`src/rtl/alu_pkg.sv`:
```
// Shared ALU op codes, forwarding-select encoding and datapath defaults for the
// ID/EX operand stage.
package alu_pkg;

  localparam int XLEN_DEFAULT       = 32;
  localparam int REG_ADDR_W_DEFAULT = 5;

  localparam logic [2:0] ALU_ADD = 3'b000;
  localparam logic [2:0] ALU_SUB = 3'b001;
  localparam logic [2:0] ALU_AND = 3'b010;
  localparam logic [2:0] ALU_OR  = 3'b011;
  localparam logic [2:0] ALU_SLT = 3'b101;

  typedef enum logic [1:0] {
    FWD_REG,
    FWD_EXMEM,
    FWD_MEMWB
  } fwd_sel_t;

endpackage

```
`src/rtl/operand_fwd_sel.sv`:
```
// Per-operand RAW match against EX/MEM and MEM/WB: picks a bypass source and flags a stall.
// Behaviour depends on ALU_FWD_EN (bypass + load-use stall vs. stall on any match).
module operand_fwd_sel
  import alu_pkg::*;
#(
  parameter int REG_ADDR_W = REG_ADDR_W_DEFAULT
) (
  input  logic [REG_ADDR_W-1:0] rs,
  input  logic                  used,
  input  logic [REG_ADDR_W-1:0] exmem_rd,
  input  logic                  exmem_reg_write,
  input  logic                  exmem_mem_read,
  input  logic [REG_ADDR_W-1:0] memwb_rd,
  input  logic                  memwb_reg_write,
  output fwd_sel_t              sel,
  output logic                  hazard
);

  logic match_exmem;
  logic match_memwb;

  // x0 is hardwired, so it never matches a producer.
  assign match_exmem = exmem_reg_write & (exmem_rd == rs) & (rs != '0);
  assign match_memwb = memwb_reg_write & (memwb_rd == rs) & (rs != '0);

`ifdef ALU_FWD_EN
  always_comb begin
    sel = FWD_REG;
    if (match_exmem)      sel = FWD_EXMEM;
    else if (match_memwb) sel = FWD_MEMWB;
  end

  assign hazard = used & match_exmem & exmem_mem_read;
`else
  logic unused_mem_read;

  assign unused_mem_read = exmem_mem_read;
  assign sel             = FWD_REG;
  assign hazard          = used & (match_exmem | match_memwb);
`endif

endmodule

```
`src/rtl/id_ex_operand_stage.sv`:
```
// ID/EX pipeline register with operand forwarding, write-back snooping, load-use stall
// and branch flush. ALU_FWD_EN enables the EX/MEM and MEM/WB bypass muxes.
module id_ex_operand_stage
  import alu_pkg::*;
#(
  parameter int XLEN       = XLEN_DEFAULT,
  parameter int REG_ADDR_W = REG_ADDR_W_DEFAULT
) (
  input  logic                  clk,
  input  logic                  rst_n,
  input  logic                  flush,
  input  logic                  in_valid,
  output logic                  in_ready,
  input  logic [REG_ADDR_W-1:0] in_rs1,
  input  logic [REG_ADDR_W-1:0] in_rs2,
  input  logic [XLEN-1:0]       in_rs1_data,
  input  logic [XLEN-1:0]       in_rs2_data,
  input  logic [XLEN-1:0]       in_imm,
  input  logic                  in_use_imm,
  input  logic [2:0]            in_alu_control,
  input  logic [REG_ADDR_W-1:0] in_rd,
  input  logic                  in_reg_write,
  input  logic                  in_mem_read,
  input  logic [REG_ADDR_W-1:0] exmem_rd,
  input  logic                  exmem_reg_write,
  input  logic                  exmem_mem_read,
  input  logic [XLEN-1:0]       exmem_result,
  input  logic [REG_ADDR_W-1:0] memwb_rd,
  input  logic                  memwb_reg_write,
  input  logic [XLEN-1:0]       memwb_result,
  output logic                  out_valid,
  input  logic                  out_ready,
  output logic [XLEN-1:0]       alu_a,
  output logic [XLEN-1:0]       alu_b,
  output logic [2:0]            alu_control,
  output logic [REG_ADDR_W-1:0] out_rd,
  output logic                  out_reg_write,
  output logic                  out_mem_read,
  output logic                  hazard_stall
);

  logic                  held_valid;
  logic [REG_ADDR_W-1:0] held_rs1, held_rs2;
  logic [XLEN-1:0]       held_rs1_data, held_rs2_data, held_imm;
  logic                  held_use_imm;

  fwd_sel_t sel_a, sel_b;
  logic     hazard_a, hazard_b;
  logic     capture;
  logic     snoop_in1, snoop_in2, snoop_held1, snoop_held2;
  logic [XLEN-1:0] fwd_rs2;

  operand_fwd_sel #(.REG_ADDR_W(REG_ADDR_W)) u_fwd_rs1 (
    .rs(held_rs1), .used(1'b1),
    .exmem_rd(exmem_rd), .exmem_reg_write(exmem_reg_write), .exmem_mem_read(exmem_mem_read),
    .memwb_rd(memwb_rd), .memwb_reg_write(memwb_reg_write),
    .sel(sel_a), .hazard(hazard_a)
  );

  operand_fwd_sel #(.REG_ADDR_W(REG_ADDR_W)) u_fwd_rs2 (
    .rs(held_rs2), .used(~held_use_imm),
    .exmem_rd(exmem_rd), .exmem_reg_write(exmem_reg_write), .exmem_mem_read(exmem_mem_read),
    .memwb_rd(memwb_rd), .memwb_reg_write(memwb_reg_write),
    .sel(sel_b), .hazard(hazard_b)
  );

  assign hazard_stall = held_valid & (hazard_a | hazard_b);
  assign out_valid    = held_valid & ~hazard_stall;
  assign in_ready     = ~held_valid | (out_valid & out_ready);
  assign capture      = in_valid & in_ready;

  // Write-back snooping stands in for a register file that is written at the same edge.
  assign snoop_in1   = memwb_reg_write & (memwb_rd == in_rs1) & (in_rs1 != '0);
  assign snoop_in2   = memwb_reg_write & (memwb_rd == in_rs2) & (in_rs2 != '0);
  assign snoop_held1 = memwb_reg_write & (memwb_rd == held_rs1) & (held_rs1 != '0);
  assign snoop_held2 = memwb_reg_write & (memwb_rd == held_rs2) & (held_rs2 != '0);

  always_ff @(posedge clk or negedge rst_n) begin
    if (!rst_n) begin
      held_valid    <= 1'b0;
      held_rs1      <= '0;
      held_rs2      <= '0;
      held_rs1_data <= '0;
      held_rs2_data <= '0;
      held_imm      <= '0;
      held_use_imm  <= 1'b0;
      alu_control   <= '0;
      out_rd        <= '0;
      out_reg_write <= 1'b0;
      out_mem_read  <= 1'b0;
    end else if (capture) begin
      // A flushed capture is still consumed from decode, just never presented.
      held_valid    <= ~flush;
      held_rs1      <= in_rs1;
      held_rs2      <= in_rs2;
      held_rs1_data <= snoop_in1 ? memwb_result : in_rs1_data;
      held_rs2_data <= snoop_in2 ? memwb_result : in_rs2_data;
      held_imm      <= in_imm;
      held_use_imm  <= in_use_imm;
      alu_control   <= in_alu_control;
      out_rd        <= in_rd;
      out_reg_write <= in_reg_write;
      out_mem_read  <= in_mem_read;
    end else begin
      if (flush || (out_valid && out_ready)) held_valid <= 1'b0;
      if (held_valid && snoop_held1) held_rs1_data <= memwb_result;
      if (held_valid && snoop_held2) held_rs2_data <= memwb_result;
    end
  end

  always_comb begin
    alu_a = held_rs1_data;
    case (sel_a)
      FWD_EXMEM: alu_a = exmem_result;
      FWD_MEMWB: alu_a = memwb_result;
      default:   alu_a = held_rs1_data;
    endcase
  end

  always_comb begin
    fwd_rs2 = held_rs2_data;
    case (sel_b)
      FWD_EXMEM: fwd_rs2 = exmem_result;
      FWD_MEMWB: fwd_rs2 = memwb_result;
      default:   fwd_rs2 = held_rs2_data;
    endcase
  end

  assign alu_b = held_use_imm ? held_imm : fwd_rs2;

endmodule

```
`config.mk`:
```
export PLATFORM = sky130hd
export DESIGN_NAME = id_ex_operand_stage
export DESIGN_NICKNAME = d
export VERILOG_FILES = /design/src/rtl/alu_pkg.sv /design/src/rtl/operand_fwd_sel.sv /design/src/rtl/id_ex_operand_stage.sv
export SDC_FILE = /design/constraint.sdc
export NUM_CORES = 1
export LEC_CHECK = 0
export ABC_AREA = 1
export CAP_MARGIN = 20
export CORE_MARGIN = 2
export CORE_UTILIZATION = 45
export CTS_CLUSTER_SIZE = 10
export DETAILED_ROUTE_END_ITERATION = 8
export HOLD_SLACK_MARGIN = 0.1
export PLACE_DENSITY = 0.78
export SKIP_CTS_REPAIR_TIMING = 1
export SYNTH_ARGS = -nofsm -noshare
export SYNTH_HDL_FRONTEND = slang
export SYNTH_SLANG_ARGS = --single-unit
```
`constraint.sdc`:
```
create_clock -name clk -period 2.21 [get_ports clk]
set_input_delay 0.3315 -clock clk [delete_from_list [all_inputs] [get_ports clk]]
set_output_delay 0.3315 -clock clk [all_outputs]
set_load 0.02 [all_outputs]
```
# [Word-level counts from Yosys, hierarchy flattened]
# Index checks and enable logic that the tools add are counted.
[word_totals] regBits=118 latchBits=0 mem_bits_rw=0 mem_bits_ro=0 inputBits=199 out_inout_bits=77 wordCells=62 mem_count=0
[classes] add_sub_neg=0 multipliers=0 div_mod_pow=0 n_lt_le_gt_ge=0 eq_ne=6 n_shift=0 muxes=9 n_bitwise=25 reduce_logical=11
[ops] op="two-way mux 32 bit" count=7
[ops] op="== test 5 bit" count=6
[ops] op="nonzero test 5 bit" count=4
[ops] op="bitwise AND 1 bit" count=17
[ops] op="nonzero test 2 bit" count=3
[ops] op="NOT 1 bit" count=4
[ops] op="bitwise OR 1 bit" count=4
[ops] op="logical AND 1 bit" count=3
[ops] op="two-way mux 1 bit" count=2
[ops] op="logical OR 1 bit" count=1

# [Logic depth before layout (Yosys ltp)]
# Gate-level depths: netlist of run 1.
[depth] ltp_word=13 ltp_mapped=17 ltp_nobuf=16

# [By module]
# A second synthesis of run 1 with hierarchy kept.
[hier_totals] cells_unflattened=1256 hier_area_um2=8041.5
[by_module_without_submodules] mod="id_ex_operand_stage" n_inst=1 cells_each=1144 area_each_um2=7581.0 seq_area_each_um2=2952.8
[by_module_without_submodules] mod="operand_fwd_sel" n_inst=2 cells_each=56 area_each_um2=230.2 seq_area_each_um2=0.0

# [Worst setup path after synthesis of run 1]
# Ideal clock, no wire load.
[synth_timing] path_type="input -> output" startpoint="in memwb_rd[1]" endpoint="out in_ready" arrival_time_ns=1.419 required_ns=1.879 path_slack_ns=0.459 stages=11 path_buffers=3 cell_sequence="buf_2 > nand2_1 > nand2_1 > nor2_1 > nand2_1 > nor2_2 > nor2_2 > nand3_2 > nand2_2 > buf_4 > buf_2"
[synth_between] elab_chain_cells=11 word_cells_on_any_way=15 cone_classes="eq/ne (2); bitwise (13)"
[synth_rtl] element="start, declared" line="id_ex_operand_stage.sv:28" rtl="input logic [REG_ADDR_W-1:0] memwb_rd,"
[synth_rtl] element="== test 5 bit" line="operand_fwd_sel.sv:24" rtl="assign match_memwb = memwb_reg_write & (memwb_rd == rs) & (rs != '0);"
[synth_rtl] element="bitwise AND 1 bit (2 in a row)" line="operand_fwd_sel.sv:24"
[synth_rtl] element="bitwise OR 1 bit" line="operand_fwd_sel.sv:39" rtl="assign hazard = used & (match_exmem | match_memwb);"
[synth_rtl] element="bitwise AND 1 bit" line="operand_fwd_sel.sv:39"
[synth_rtl] element="bitwise OR 1 bit (*)" line="id_ex_operand_stage.sv:67" rtl="assign hazard_stall = held_valid & (hazard_a | hazard_b);"
[synth_rtl] element="bitwise AND 1 bit (*)" line="id_ex_operand_stage.sv:67"
[synth_rtl] element="NOT 1 bit (*)" line="id_ex_operand_stage.sv:68" rtl="assign out_valid = held_valid & ~hazard_stall;"
[synth_rtl] element="bitwise AND 1 bit (*)" line="id_ex_operand_stage.sv:68"
[synth_rtl] element="bitwise AND 1 bit (*)" line="id_ex_operand_stage.sv:69" rtl="assign in_ready = ~held_valid | (out_valid & out_ready);"
[synth_rtl] element="bitwise OR 1 bit (*)" line="id_ex_operand_stage.sv:69"
[synth_rtl] element="end, declared" line="id_ex_operand_stage.sv:13" rtl="output logic in_ready,"
# Every way passes the cells marked *; elsewhere a longest branch is shown, timed or not.

# [Worst setup path in the final report of run 1]
[layout_timing] startpoint="reg held_rs1[2]" endpoint="out in_ready"
[layout_between] elab_chain_cells=10 word_cells_on_any_way=14 cone_classes="eq/ne (2); bitwise (11); reduce/logical (1)"
[layout_rtl] element="start, declared" line="id_ex_operand_stage.sv:43" rtl="logic [REG_ADDR_W-1:0] held_rs1, held_rs2;"
[layout_rtl] element="start signal, assigned" line="id_ex_operand_stage.sv:94" rtl="held_rs1 <= in_rs1;"
[layout_rtl] element="== test 5 bit (on tied branches)" line="operand_fwd_sel.sv:23, operand_fwd_sel.sv:24"
[layout_rtl] element="bitwise AND 1 bit (on tied branches) (2 in a row)" line="operand_fwd_sel.sv:23, operand_fwd_sel.sv:24"
[layout_rtl] element="bitwise OR 1 bit (*)" line="operand_fwd_sel.sv:39"
[layout_rtl] element="bitwise OR 1 bit (*)" line="id_ex_operand_stage.sv:67"
[layout_rtl] element="bitwise AND 1 bit (*)" line="id_ex_operand_stage.sv:67"
[layout_rtl] element="NOT 1 bit (*)" line="id_ex_operand_stage.sv:68"
[layout_rtl] element="bitwise AND 1 bit (*)" line="id_ex_operand_stage.sv:68"
[layout_rtl] element="bitwise AND 1 bit (*)" line="id_ex_operand_stage.sv:69"
[layout_rtl] element="bitwise OR 1 bit (*)" line="id_ex_operand_stage.sv:69"
# Marked as above.

==> results of run 1 <==
==> worst max-delay path by stage <==
| stage | startpoint | to | slack, ns | cells past startpoint |
|---|---|---|---|---|
| after floorplan | memwb_rd[1] | in_ready | 0.46 | 11 |
| after global placement | memwb_rd[3] | in_ready | -0.39 | 10 |
| after detailed placement | memwb_rd[3] | in_ready | -0.39 | 10 |
| after CTS | held_rs1[2]$_DFFE_PN0P_ | in_ready | -0.47 | 8 |
| after global routing | held_rs1[2]$_DFFE_PN0P_ | in_ready | -0.10 | 8 |
| final | held_rs1[2]$_DFFE_PN0P_ | in_ready | -0.0001 | 8 |
==> final cells by class <==
class                           count  area (um2)
Clock inverter                     15         145
Fill cell                        1399        4860
Clock buffer                       17         425
Tap cell                          216         270
Sequential cell                   118        2960
Inverter                           34         128
Multi-Input combinational cell    902        3760
Timing Repair Buffer              309        3230
==> state kept, by name (all words and copies together), names as in the netlist, 3 cells and up <==
register / flops
held_imm: 32
held_rs1_data: 32
held_rs2_data: 32
held_rs1: 5
held_rs2: 5
out_rd: 5
alu_control: 3
==> layer usage <==
metal  routed length (um)  share of wire [%]  global-route usage [%]  vias up
li1                     -                  -                       -     4044
met1                10700                 41                    39.4     3771
met2                12500                 48                    50.6      393
met3                 2160                8.4                    5.82       45
met4                  544                2.1                    9.70        0
met5                    0                  0                       0        -
==> critical path, delay by kind of cell (launching register included) <==
kind          cells  cell delay, ns
buf+inv           1            0.15
flops             1            0.43
simple gates      7            0.88
==> logic make-up after synthesis <==
| kind of cell | Yosys count | share of synthesized area (%) |
|---|---|---|
| AO/OA/AOI/OAI | 54 | 3.84 |
| AND/OR/NAND/NOR | 842 | 47.2 |
| XOR/XNOR | 6 | 0.729 |
| flip-flops | 118 | 41.0 |
| buffers and inverters | 106 | 7.22 |
==> power by group through the flow <==
stage / clock network [mW] / registers (mW) / logic, mW
floorplan: 0 / 2.78 / 1.02
global placement: 0 / 2.68 / 2.31
detailed placement: 0 / 2.68 / 2.34
CTS: 2.67 / 2.65 / 2.35
global route: 2.77 / 2.69 / 2.57
finish: 2.65 / 2.65 / 2.36
==> placed cells by master, fill, tap and decap left out, types with 5 or more instances in the layout <==
cell type and n:
dfrtp_1 115, nor2_2 6, buf_12 14, buf_4 53, clkbuf_16 18, a21oi_1 9
inv_1 21, nand2_1 664, inv_2 12, dlymetal6s2s_1 36, nor2_1 14, o21ai_0 37
xnor2_1 5, nand3_1 145, clkinv_4 5, clkdlybuf4s50_1 201
==> per-stage QoR <==
step                      std cells  worst slack, ns
final                          1611        -0.000149
after global routing           1611           -0.102
after CTS                      1603           -0.471
after detailed placement       1571           -0.392
after global placement         1571           -0.391
after floorplan                1126            0.459
==> cell usage after synthesis <==
library cell,instances,area share (%)
a21boi_1,1,0.10
a21oi_1,9,0.63
buf_1,6,0.31
buf_2,23,1.6
buf_4,17,1.8
buf_6,4,0.63
clkbuf_1,22,1.1
clkinv_1,1,0.052
dfrtp_1,118,41
inv_1,25,1.3
inv_2,8,0.42
nand2_1,664,35
nand2_2,2,0.17
nand2_4,3,0.47
nand3_1,146,10
nand3_2,1,0.14
nand4_1,3,0.26
nor2_1,17,0.89
nor2_2,4,0.35
nor3_2,1,0.14
o21ai_0,37,2.6
o21ai_1,4,0.28
o22ai_1,3,0.26
or2_0,1,0.087
xnor2_1,5,0.61
xor2_1,1,0.12
==> impl_metrics.env, run 1 <==
export IMPL_cp_data_required_time_ns=1.88
export IMPL_run_status="finished, violations left"
export IMPL_max_freq_mhz=452
export IMPL_fp_row_count=46
export IMPL_internal_power_mw=5.11
export IMPL_grt_pass1_vias=7743
export IMPL_crit_path_max_incr_delay_ns=0.43
export IMPL_final_hold_violation_count=0
export IMPL_fp_coreArea_um2=15800
export IMPL_finalCriticalPeriod_ns=2.21
export IMPL_timing_max_transition_violations_final=0
export IMPL_rr_worst_depth=13
export IMPL_maxCapViolations=0
export IMPL_globalplace_congestion=0.932
export IMPL_areaGrowthSynthToFinish_pct=51.4
export IMPL_design_die_area_um2=17000
export IMPL_dr_first_iter_drc_count=724
export IMPL_violated_checks="negative setup slack"
export IMPL_cts_sinks=118
export IMPL_synth_cell_type_count=26
export IMPL_worst_skew_pair_late_latency_ns=0.42
export IMPL_synth_seq_cells=118
export IMPL_setup_repair_after_global_routing_missed_its_margin="true"
export IMPL_worst_ep_arrival_time_ns=1.88
export IMPL_worst_slew_pin_transition_ns=0.502
export IMPL_share_of_total_power_in_sequential_cells_pct=34.6
export IMPL_net_switching_power_mw=2.55
export IMPL_cts_buffer_depth=2
export IMPL_rr_endpoint="held_rs1_data[8]$_DFFE_PN0P_"
export IMPL_overflow=0
export IMPL_hold_ws_ns=0.314
export IMPL_utilization_pct=69.2
export IMPL_worst_slew_margin_rel_pct=66.5
export IMPL_dp_hpwl_um=18400
export IMPL_switching_power_as_a_share_of_total_power_pct=33.3
export IMPL_worstSetupPathType="flop to output port"
export IMPL_ys_warn_count=0
export IMPL_finalSetupViolCount=1
export IMPL_routedWlPerCell_um=16.1
export IMPL_grt_antenna_before_repair=0
export IMPL_clkSlewWorstSetupHoldPaths_ns=0.06
export IMPL_fp_dieW_um=131
export IMPL_syn_avg_cell_area_um2=6.40
export IMPL_effective_utilization_at_floorplan_pct=45.7
export IMPL_crit_fanout=4
export IMPL_drt_vias_per_instance=5.12
export IMPL_tritoncts="built"
export IMPL_timing_hold_worst_endpoint="held_valid$_DFFE_PN0P_"
export IMPL_timing_critical_path_cells="nor2_2, nand4_1, nand3_1, nor2_2, nor2_2, nand3_2, nand2_4, buf_4"
export IMPL_synthesis_nets=1325
export IMPL_crit_path_frequent_cell="nor2_2"
export IMPL_holdCritPathClass="input port to flop"
export IMPL_ir_drop_mv=0.582
export IMPL_share_clk_of_total_power_pct=34.6
export IMPL_r2r_start="held_rs1[2]$_DFFE_PN0P_"
export IMPL_total_power_mw=7.67
export IMPL_chipHeight_um=131
export IMPL_placedInstanceArea_um2=10200
export IMPL_antenna_left=0
export IMPL_post_detailed_routing_wire_length_um=25900
export IMPL_num_cts_buffers=17
export IMPL_global_route_wire_length_before_repair_um=39700
export IMPL_layout_nets=1581
export IMPL_grt_max_degree=69
export IMPL_cts_root_buffer="clkbuf_16"
export IMPL_vias=8253
export IMPL_fin_setup_tns_ns=-0.000149
export IMPL_final_min_period_over_clock_period_pct=100
export IMPL_timing_final_ws_setup_ns=-0.000149
export IMPL_h_tree_depth=4
export IMPL_comb_power_share_pct=30.8
export IMPL_num_antenna_cells=0
export IMPL_worstHoldStart="in_valid"
export IMPL_cpMaxStageDelayCell="dfrtp_2"
export IMPL_layout_drive_gt1_share_pct=9.53
export IMPL_finClkSkew_ns=0.0150
export IMPL_drcViolationCount=0
export IMPL_end_kind="output port"
export IMPL_post_synth_instance_area_um2=7210
export IMPL_io_pins=276
export IMPL_drt_pass1_iter_count=5
export IMPL_final_design_area_no_fill_um2=10900
export IMPL_total_routing_usage_gr_pct=30.1
export IMPL_power_per_cell_area_nw_per_um2=702
export IMPL_synth_sequential_area_ratio_pct=41.0
export IMPL_syn_inst=1126
export IMPL_critical_path_startpoint_type="flop"
export IMPL_regToRegSetupSlack_ns=0.10
export IMPL_port_buffer_count=242
export IMPL_holdPathStages=3
export IMPL_power_leakage_nw=6.07
Power figures use the tool's default switching activity.
==> run 2: changes to the inputs <==
Settings changed: GPL_TIMING_DRIVEN from default to 0.
==> impl_metrics.env, run 2 (same netlist as run 1, synthesis figures left out) <==
export IMPL_run_status="finished, violations left"
export IMPL_violated_checks="negative setup slack"
export IMPL_final_hold_violation_count=0
export IMPL_antenna_left=0
export IMPL_fp_row_count=46
export IMPL_share_clk_of_total_power_pct=36.2
export IMPL_post_place_cells=1583
export IMPL_total_routing_usage_gr_pct=30.9
export IMPL_ir_drop_mv=0.579
export IMPL_dp_hpwl_um=19300
export IMPL_global_route_wire_length_before_repair_um=40000
export IMPL_holdCritPathClass="input port to asynchronous set/reset pin"
export IMPL_worst_ep_arrival_time_ns=2.07
export IMPL_grt_max_degree=64
export IMPL_drt_pass1_iter_count=6
export IMPL_timing_max_transition_violations_final=0
export IMPL_setup_repair_after_global_routing_missed_its_margin="true"
export IMPL_power_leakage_nw=5.94
export IMPL_finalSetupViolCount=2
export IMPL_h_tree_depth=4
export IMPL_routedWlPerCell_um=16.3
export IMPL_grt_antenna_before_repair=0
export IMPL_finClkSkew_ns=0.00679
export IMPL_utilization_pct=67.9
export IMPL_timing_final_ws_setup_ns=-0.196
export IMPL_dr_first_iter_drc_count=807
export IMPL_reg_top3="held_imm (32), held_rs1_data (32), held_rs2_data (32)"
export IMPL_worst_slew_margin_rel_pct=57.7
export IMPL_total_power_mw=7.74
export IMPL_design_die_area_um2=17000
export IMPL_share_of_total_power_in_sequential_cells_pct=34.3
export IMPL_post_detailed_routing_wire_length_um=26500
export IMPL_num_cts_buffers=17
export IMPL_cts_sinks=118
export IMPL_cts_root_buffer="clkbuf_16"
export IMPL_rr_worst_depth=16
export IMPL_internal_power_mw=5.17
export IMPL_layout_nets=1592
export IMPL_net_switching_power_mw=2.56
export IMPL_fp_coreArea_um2=15800
export IMPL_tritoncts="built"
export IMPL_finalCriticalPeriod_ns=2.41
export IMPL_end_kind="output port"
export IMPL_io_pins=276
export IMPL_critical_path_startpoint_type="flop"
export IMPL_maxCapViolations=0
export IMPL_num_antenna_cells=0
export IMPL_cts_buffer_depth=2
export IMPL_layout_drive_gt1_share_pct=9.17
export IMPL_fp_dieW_um=131
export IMPL_final_min_period_over_clock_period_pct=109
export IMPL_comb_power_share_pct=29.5
export IMPL_worst_slew_pin_transition_ns=0.635
export IMPL_effective_utilization_at_floorplan_pct=45.7
export IMPL_grt_pass1_vias=7857
export IMPL_worstSetupPathType="flop to output port"
export IMPL_clkSlewWorstSetupHoldPaths_ns=0.06
export IMPL_final_cells=1622
export IMPL_crit_fanout=10
export IMPL_vias=8463
export IMPL_areaGrowthSynthToFinish_pct=48.7
export IMPL_switching_power_as_a_share_of_total_power_pct=33.2
export IMPL_drcViolationCount=0
export IMPL_port_buffer_count=240
export IMPL_globalplace_congestion=0.917
export IMPL_cp_data_required_time_ns=1.88
export IMPL_fin_setup_tns_ns=-0.198
export IMPL_drt_vias_per_instance=5.22
export IMPL_max_freq_mhz=416
export IMPL_worst_skew_pair_late_latency_ns=0.42
export IMPL_chipHeight_um=131
export IMPL_overflow=0
export IMPL_most_common_layout_cells="nand2_1 (664), clkdlybuf4s50_1 (202), nand3_1 (146)"
export IMPL_most_common_cell_after_layout_fill_and_taps_aside="nand2_1"
export IMPL_hold_ws_ns=0.435
export IMPL_power_per_cell_area_nw_per_um2=722
-- run 2: cell type report --
cell class	count	area (um2)
Multi-Input combinational cell	902	3770
Timing Repair Buffer	249	2570
Clock inverter	14	151
Buffer	71	424
Fill cell	1431	5060
Inverter	34	130
Clock buffer	18	439
Tap cell	216	270
Sequential cell	118	2960
-- run 2: final timing paths --
path,endpoint,from,slack (ns)
min in group clk,held_valid$_DFFE_PN0P_,flush,0.44
worst min register to register,out_rd[2]$_DFFE_PN0P_,out_rd[2]$_DFFE_PN0P_,0.47
max in group asynchronous,held_rs1[2]$_DFFE_PN0P_,rst_n,1.05
worst max-delay path,in_ready,held_rs1[0]$_DFFE_PN0P_,-0.20
worst min-delay path,held_rs1_data[26]$_DFFE_PN0P_,rst_n,0.44
worst max register to register,held_rs1_data[11]$_DFFE_PN0P_,held_rs1[0]$_DFFE_PN0P_,0.10
-- run 2: worst max-delay path: stages (launching register included) --
cell and delay, ns:
dfrtp_1 0.39, inv_1 0.10, nand2_1 0.06, nand2_1 0.06
nor2_1 0.11, nand2_1 0.10, nor2_4 0.18, nor2_4 0.07
nand3_2 0.09, nand2_4 0.06, buf_8 0.14, buf_8 0.13
buf_4 0.15
-- run 2: metrics by stage --
step | instance area [um2] | setup WS, ns
after floorplan | 7210 | 0.459
after global placement | 9880 | -3.93
after detailed placement | 9910 | -0.926
after CTS | 10500 | -1.15
after global routing | 10700 | -0.274
final | 10700 | -0.196
-- run 2: layer usage --
layer	vias to the layer above	GRT usage, %	part of all wire (%)
met5	-	0	0
li1	4066	-	-
met4	0	13.5	3.5
met3	73	6.51	9.3
met2	450	49.0	46
met1	3874	41.0	41
-- run 2: power by group through the flow --
stage	Sequential (mW)	Clock, mW	Combinational (mW)
4_1_cts	2.64	2.80	2.28
3_3_place_gp	2.67	0	2.23
5_1_grt	2.68	2.89	2.49
6_report	2.65	2.80	2.28
2_1_floorplan	2.78	0	1.02
3_5_place_dp	2.67	0	2.26
==> run 3: changes to the inputs <==
Settings changed: CORE_UTILIZATION 45 to 59, DONT_BUFFER_PORTS from default to 1, PLACE_DENSITY 0.78 to 0.71.
==> impl_metrics.env, run 3 (same netlist as run 1, synthesis figures left out) <==
export IMPL_clkSlewWorstSetupHoldPaths_ns=0.05
export IMPL_setup_repair_after_global_routing_missed_its_margin="true"
export IMPL_layout_nets=1399
export IMPL_reg_top3="held_imm (32), held_rs1_data (32), held_rs2_data (32)"
export IMPL_fp_dieW_um=115
export IMPL_path_buf_inv=3
export IMPL_antenna_left=0
export IMPL_finClkSkew_ns=0.00695
export IMPL_fp_row_count=40
export IMPL_fp_coreArea_um2=12000
export IMPL_most_common_layout_cells="nand2_1 (664), nand3_1 (146), dfrtp_1 (115)"
export IMPL_crit_fanout=5
export IMPL_worst_slew_margin_rel_pct=52.2
export IMPL_global_route_wire_length_before_repair_um=34800
export IMPL_fill_cells=1024
export IMPL_h_tree_depth=4
export IMPL_most_common_cell_after_layout_fill_and_taps_aside="nand2_1"
export IMPL_power_per_cell_area_nw_per_um2=814
export IMPL_power_leakage_nw=4.82
export IMPL_holdCritPathClass="input port to asynchronous set/reset pin"
export IMPL_tritoncts="built"
export IMPL_effective_utilization_at_floorplan_pct=60.2
export IMPL_port_buffer_count=0
export IMPL_hold_ws_ns=-0.398
export IMPL_final_hold_violation_count=118
export IMPL_chipHeight_um=115
export IMPL_routedWlPerCell_um=17.2
export IMPL_timing_max_transition_violations_final=0
export IMPL_design_die_area_um2=13100
export IMPL_finalCriticalPeriod_ns=2.24
export IMPL_worst_ep_arrival_time_ns=1.91
export IMPL_crit_path_max_incr_delay_ns=0.40
export IMPL_crit_path_frequent_cell="nand2_1"
export IMPL_violated_checks="negative hold slack, negative setup slack"
export IMPL_timing_final_ws_setup_ns=-0.0327
export IMPL_fin_setup_tns_ns=-0.0327
export IMPL_final_min_period_over_clock_period_pct=101
export IMPL_net_switching_power_mw=2.26
export IMPL_globalplace_congestion=0.930
export IMPL_cpLargestDelayFamily="simple AND/OR/NAND/NOR gates"
export IMPL_io_pins=276
export IMPL_ir_drop_mv=0.554
export IMPL_num_cts_buffers=17
export IMPL_internal_power_mw=4.76
export IMPL_post_detailed_routing_wire_length_um=23300
export IMPL_total_routing_usage_gr_pct=34.5
export IMPL_cpMaxStageDelayCell="dfrtp_1"
export IMPL_grt_max_degree=119
export IMPL_dr_first_iter_drc_count=647
export IMPL_post_place_cells=1273
export IMPL_drcViolationCount=0
export IMPL_vias=7647
export IMPL_num_antenna_cells=0
export IMPL_cts_buffer_depth=2
export IMPL_grt_antenna_before_repair=1
export IMPL_overflow=0
export IMPL_timing_critical_path_cells="inv_1, nand2_1, nor2_1, nor2_1, nand2_1, nand2_1, nand2_2, nand3_2, nand2_4, buf_8, buf_12"
export IMPL_drt_pass1_iter_count=7
export IMPL_max_freq_mhz=446
export IMPL_final_cells=1360
export IMPL_grt_pass1_vias=6894
export IMPL_share_clk_of_total_power_pct=40.0
export IMPL_comb_power_share_pct=19.8
export IMPL_cp_data_required_time_ns=1.88
export IMPL_worstSetupPathType="flop to output port"
export IMPL_switching_power_as_a_share_of_total_power_pct=32.2
export IMPL_cts_root_buffer="clkbuf_16"
export IMPL_areaGrowthSynthToFinish_pct=19.6
export IMPL_share_of_total_power_in_sequential_cells_pct=40.2
export IMPL_end_kind="output port"
export IMPL_worst_skew_pair_late_latency_ns=0.42
export IMPL_critical_path_startpoint_type="flop"
export IMPL_worst_slew_pin_transition_ns=0.717
export IMPL_drt_vias_per_instance=5.62
export IMPL_finalSetupViolCount=1
export IMPL_maxCapViolations=0
export IMPL_run_status="finished, violations left"
export IMPL_cts_sinks=118
export IMPL_dp_hpwl_um=16400
export IMPL_layout_drive_gt1_share_pct=9.07
run 3: power groups by stage:
stage | sequential, mW | combinational, mW | clock (mW)
finish | 2.82 | 1.39 | 2.81
global route | 2.85 | 1.56 | 2.92
CTS | 2.80 | 1.27 | 2.83
detailed placement | 2.84 | 1.26 | 0
global placement | 2.83 | 1.24 | 0
floorplan | 2.78 | 1.02 | 0
run 3: per-stage QoR:
step	util (%)	total power, mW	area, um2	worst slack, ns
finish	72.1	7.01	8620	-0.0327
global route	72.1	7.34	8620	-0.137
CTS	66.7	6.91	7980	-0.506
detailed placement	61.8	4.10	7390	-0.0483
global placement	61.8	4.07	7390	-0.0433
floorplan	-	3.79	7210	0.459
run 3: final cells by class:
type,instances,area (um2),share of cell area [%]
buffer,71,443,5.14
timing repair buffer,56,566,6.56
tap,147,184,2.13
inverter,34,131,1.52
multi-input combinational,902,3750,43.5
sequential,118,2960,34.3
clock buffer,22,464,5.39
clock inverter,10,128,1.48
run 3: worst register-to-register path, cell delays in order (launching register included):
cell and delay, ns:
dfrtp_1 0.40, inv_1 0.15, nand2_1 0.08, nor2_1 0.15, nor2_1 0.07, nand2_1 0.06
nand2_1 0.06, nand2_2 0.08, nand3_2 0.09, nand2_4 0.11, buf_8 0.11, buf_4 0.19
buf_6 0.19, buf_6 0.15, nand3_1 0.07, nand2_1 0.10
run 3: routing by layer:
| metal | GRT usage (%) | routed length [um] |
|---|---|---|
| met5 | 0 | 0 |
| met4 | 12.6 | 696 |
| met3 | 15.0 | 2610 |
| met2 | 53.5 | 10700 |
| met1 | 42.7 | 9330 |
run 3: path summary, 6_finish.rpt:
| path | endpoint | slack, ns | cells past startpoint | startpoint |
|---|---|---|---|---|
| min | held_rs2_data[25]$_DFFE_PN0P_ | -0.40 | 0 | rst_n |
| min reg2reg | held_imm[23]$_DFFE_PN0P_ | 0.47 | 2 | held_imm[23]$_DFFE_PN0P_ |
| max reg2reg | held_imm[14]$_DFFE_PN0P_ | 0.09 | 15 | held_rs2[1]$_DFFE_PN0P_ |
| min in group clk | held_use_imm$_DFFE_PN0P_ | 0.08 | 2 | in_use_imm |
| max | in_ready | -0.03 | 11 | held_rs2[1]$_DFFE_PN0P_ |
| max in group asynchronous | held_rs1[3]$_DFFE_PN0P_ | 2.40 | 0 | rst_n |
